$ cat config.mk
export PLATFORM = sky130hd
export DESIGN_NAME = dram_refresh_sched
export DESIGN_NICKNAME = d
export VERILOG_FILES = /design/src/rtl/dram_refresh_sched.sv
export SDC_FILE = /design/constraint.sdc
export NUM_CORES = 1
export LEC_CHECK = 0
export CAP_MARGIN = 10
export CORE_ASPECT_RATIO = 1.2
export CORE_MARGIN = 1
export CORE_UTILIZATION = 55
export DETAILED_ROUTE_END_ITERATION = 8
export PLACE_DENSITY_LB_ADDON = 0.12
export SETUP_SLACK_MARGIN = 0.3
export SLEW_MARGIN = 20
export SYNTH_ARGS = -nofsm -noshare
export SYNTH_HDL_FRONTEND = slang
export SYNTH_SLANG_ARGS = --single-unit
$ cat constraint.sdc
create_clock -name CLK -period 3.3 [get_ports CLK]
set_input_delay 0.33 -clock CLK [delete_from_list [all_inputs] [get_ports CLK]]
set_output_delay 0.33 -clock CLK [all_outputs]
set_load 0.03 [all_outputs]
$ cat src/rtl/dram_refresh_sched.sv
// DDR4 all-bank refresh scheduler: counts tREFI, accumulates owed refreshes,
// drains the command engine and holds traffic off for tRFC after each REFRESH.
module dram_refresh_sched #(
  parameter int T_REFI       = 6240,
  parameter int T_RFC        = 280,
  parameter int MAX_POSTPONE = 8,
  parameter int CNT_W        = 13
) (
  input  logic       CLK,
  input  logic       RST,
  input  logic       init_done,
  input  logic       req_valid,
  input  logic       cmd_busy,
  input  logic       ref_ack,
  output logic       req_grant,
  output logic       REFRESH,
  output logic [3:0] ref_pending,
  output logic       ref_urgent,
  output logic       ref_overflow,
  output logic       ref_active
);

  typedef enum logic [1:0] {IDLE, DRAIN, ISSUE, RFC} state_t;

  localparam logic [CNT_W-1:0] REFI_LOAD = CNT_W'(T_REFI - 1);
  localparam logic [CNT_W-1:0] RFC_LOAD  = CNT_W'(T_RFC - 1);
  localparam logic [3:0]       MAX_P     = 4'(MAX_POSTPONE);

  state_t           state, state_nxt;
  logic [CNT_W-1:0] int_cnt;
  logic [CNT_W-1:0] rfc_cnt;
  logic             tick;
  logic             ack_ok;
  logic             want_ref;
  logic             rfc_done;

  // Handshake: REFRESH is a level held from ISSUE entry until the edge that
  // samples ref_ack; acks seen in any other state carry no meaning.
  assign tick       = init_done && (int_cnt == '0);
  assign ack_ok     = (state == ISSUE) && ref_ack;
  assign ref_urgent = (ref_pending >= MAX_P);
  assign want_ref   = (ref_pending != 4'd0) && (!req_valid || ref_urgent);
  assign rfc_done   = (rfc_cnt == '0);
  assign req_grant  = init_done && (state == IDLE) && !ref_urgent && !RST;

  always_comb begin
    state_nxt = state;
    case (state)
      IDLE:    if (want_ref) state_nxt = DRAIN;
      DRAIN:   if (!cmd_busy) state_nxt = ISSUE;
      ISSUE:   if (ref_ack) state_nxt = RFC;
      RFC:     if (rfc_done) state_nxt = want_ref ? DRAIN : IDLE;
      default: state_nxt = IDLE;
    endcase
  end

  always_ff @(posedge CLK) begin
    if (RST) begin
      state        <= IDLE;
      int_cnt      <= REFI_LOAD;
      rfc_cnt      <= '0;
      ref_pending  <= 4'd0;
      ref_overflow <= 1'b0;
      REFRESH      <= 1'b0;
      ref_active   <= 1'b0;
    end else begin
      state      <= state_nxt;
      REFRESH    <= (state_nxt == ISSUE);
      ref_active <= (state_nxt == ISSUE) || (state_nxt == RFC);

      if (!init_done || int_cnt == '0) int_cnt <= REFI_LOAD;
      else                             int_cnt <= int_cnt - 1'b1;

      if (ack_ok)                       rfc_cnt <= RFC_LOAD;
      else if (state == RFC && !rfc_done) rfc_cnt <= rfc_cnt - 1'b1;

      // A tick and an accepted ack in the same cycle cancel out.
      if (tick && !ack_ok) begin
        if (ref_pending == MAX_P) ref_overflow <= 1'b1;
        else                      ref_pending  <= ref_pending + 4'd1;
      end else if (ack_ok && !tick && ref_pending != 4'd0) begin
        ref_pending <= ref_pending - 4'd1;
      end
    end
  end

endmodule
==> impl_metrics.env <==
export IMPL_synth_area_leaders="dfxtp_1 37%, mux2i_1 4.3%, ha_1 4.0%"
export IMPL_synth_top_area_share_pct=36.7
export IMPL_wl_microns=4010
export IMPL_dieArea_sq_um=3610
export IMPL_final_cell_mix="34 x dfxtp_1, 20 x nor2_1, 20 x nand2_1"
export IMPL_fillCellCount=270
export IMPL_powerDensity_nw_per_um2=344
export IMPL_rsz0062_at_grt="no"
export IMPL_end_kind="register"
export IMPL_post_cts_setup_buffers=0
export IMPL_setup_tns_ps=0
export IMPL_avgSynthCellArea_sq_um=8.32
export IMPL_period_share_pct=76.5
export IMPL_worstSetupStartpointType="register"
export IMPL_post_place_ws_ps=759
export IMPL_postCtsHoldBufs=0
export IMPL_cp_arrival_ps=2770
export IMPL_p_leak_uw=0.000747
export IMPL_n_antenna_cell=0
export IMPL_crit_fanout=4
export IMPL_drtAntennaViolNets=0
export IMPL_ys_warn_count=0
export IMPL_crit_path_start="int_cnt[9]"
export IMPL_hold_path_class="register to register"
export IMPL_insertion_delay_ps=330
export IMPL_die_h_microns=65.6
export IMPL_dr_pass1_iters=4
export IMPL_max_freq_mhz=396
export IMPL_syn_to_final_growth_pct=13.3
export IMPL_multiInputGateArea_sq_um=1110
export IMPL_hold_violations=0
export IMPL_synth_seq_area_share_pct=36.7
export IMPL_die_width_microns=55.0
export IMPL_clkSinkCount=34
export IMPL_coreArea_sq_um=3140
export IMPL_setup_slack_ps=775
export IMPL_setup_viol=0
export IMPL_grt_first_pass_wirelength_microns=6650
export IMPL_critPathRequiredTime_ps=3540
export IMPL_tightestPinTransition_ps=628
export IMPL_hold_end="int_cnt[0]"
export IMPL_period_needed_ps=2520
export IMPL_grt_max_degree=24
export IMPL_top_usage_layer="met2"
export IMPL_worst_hold_slack_ps=435
export IMPL_vias=1672
export IMPL_port_buffers=14
export IMPL_r2r_slack_ps=780
export IMPL_min_path_cells=1
export IMPL_grt_util_met2_pct=46.8
export IMPL_drive_above_1_share_pct=8.40
export IMPL_reg2reg_depth=8
export IMPL_ios=15
export IMPL_cts_buffer_depth=2
export IMPL_ys_seq_elements=34
export IMPL_wire_per_inst_microns=14.6
export IMPL_cts_tree="built"
export IMPL_critPathKind="register to register"
export IMPL_htreeDepth=2
export IMPL_drtIter0Drc=92
export IMPL_clock_root_buffer="clkbuf_4"
export IMPL_grt_pass1_vias=1557
export IMPL_dp_hpwl_microns=2980
export IMPL_via_per_inst=6.10
export IMPL_synth_nets=236
export IMPL_slew_headroom_pct=57.8
export IMPL_grt_use_total_pct=25.3
export IMPL_syn_area_sq_um=1850
export IMPL_start_util_pct=59.1
export IMPL_skew_ps=8.27
export IMPL_cts_buffers=5
export IMPL_drc=0
export IMPL_rr_endpoint="ref_pending[3]"
export IMPL_worstHoldStart="int_cnt[0]"
export IMPL_row_count=22
export IMPL_gr_usage_met1_pct=26.9
export IMPL_reg2reg_from="int_cnt[9]"
export IMPL_cts_resized=0
export IMPL_use_met3_pct=6.25
export IMPL_ir_worst_vdd_v=0.000345
export IMPL_syn_inst=223
export IMPL_clk_pin_slew_ps=100
export IMPL_post_route_util_pct=66.9
export IMPL_place_gp_congestion=0.782
export IMPL_seqCellArea_sq_um=681
export IMPL_status="finished, final reports clean"
export IMPL_fin_nets=250
export IMPL_cap_violations=0
export IMPL_gr_total_overflow=0
export IMPL_slew_violations=0
export IMPL_yosys_area_top_type="dfxtp_1"
export IMPL_final_common_cell="dfxtp_1"
export IMPL_antenna_found_initial=0
export IMPL_ys_types=40
-- worst max-delay path, cell delays in order (launching register included) --
cell and delay [ps]:
dfxtp_1 360, nor4_1 500, and4_1 290, nand3_1 150
ha_1 330, a21o_1 190, a2111oi_0 380, mux2i_1 130
o32ai_1 110
-- sequential cells by signal, indices dropped and copies added, names as in the netlist --
name	flops
ref_pending	4
state	1
REFRESH	1
int_cnt	13
ref_active	1
ref_overflow	1
rfc_cnt	13
-- area by class of cell --
type                            instances  area share (%)
Timing Repair Buffer                   17            7.74
Clock buffer                            8            3.75
Sequential cell                        34            32.4
Inverter                                6            1.07
Tap cell                               36            2.14
Multi-Input combinational cell        173            52.9
-- layer usage --
layer  up-vias  share of wire (%)
met5         -                  0
met4         0               0.60
met3         2                4.2
met2        42                 55
met1       794                 40
li1        834                  -
-- cell usage after synthesis --
library cell  count
nand3b_1          2
mux2_2            2
nand4b_1          1
nand2b_1          6
or4_4             1
fa_1              1
o31ai_1           3
xnor2_1           5
nor4_1           10
o21ai_0           8
nor2b_1           3
inv_1             6
a31oi_1           3
and2_1            1
buf_2             2
nor4_2            1
o32ai_1           1
a21oi_1          14
a221oi_1          1
o21ba_2           1
xor2_1            6
nand3_1           9
a21o_1            2
and3b_1           1
nor4b_1           2
clkbuf_1          8
nand2_1          20
nand4_1           5
or4b_2            1
nor2_1           20
nor3_1            6
or3_1            12
ha_1              6
nor3b_1           1
or4_1             4
or2_2             3
and4_1            2
mux2i_1           8
a2111oi_0         1
dfxtp_1          34
-- cell families after synthesis --
family	Yosys count	share of synthesized area, %
AO/OA/AOI/OAI	34	10.9
XOR/XNOR	11	5.20
multiplexers	10	5.53
buffers and inverters	16	3.37
AND/OR/NAND/NOR	111	33.1
flip-flops	34	36.7
adder cells (fa/ha/maj)	7	5.13
-- power by group --
| group | leakage [uW] | total [uW] | switching, uW | internal, uW |
|---|---|---|---|---|
| sequential | 0.000274 | 412 | 1.27 | 411 |
| combinational | 0.000428 | 28.3 | 15.5 | 12.7 |
| clock | 0.0000446 | 282 | 136 | 146 |
-- how the worst max path moves through the flow --
| stage | to | slack [ps] |
|---|---|---|
| 2_1_floorplan | ref_pending[3] | 940 |
| 3_3_place_gp | ref_pending[3] | 810 |
| 3_5_place_dp | ref_pending[3] | 760 |
| 4_1_cts | ref_pending[3] | 790 |
| 5_1_grt | ref_pending[3] | 520 |
| 6_report | ref_pending[3] | 780 |
-- through the flow --
stage                     power [uW]  cell area [sq um]  cells
final                            722               2100    274
after global routing             751               2100    274
after CTS                        728               2100    274
after detailed placement         450               2020    266
after global placement           450               2020    266
after floorplan                  437               1850    223
Power figures use the tool's default switching activity.
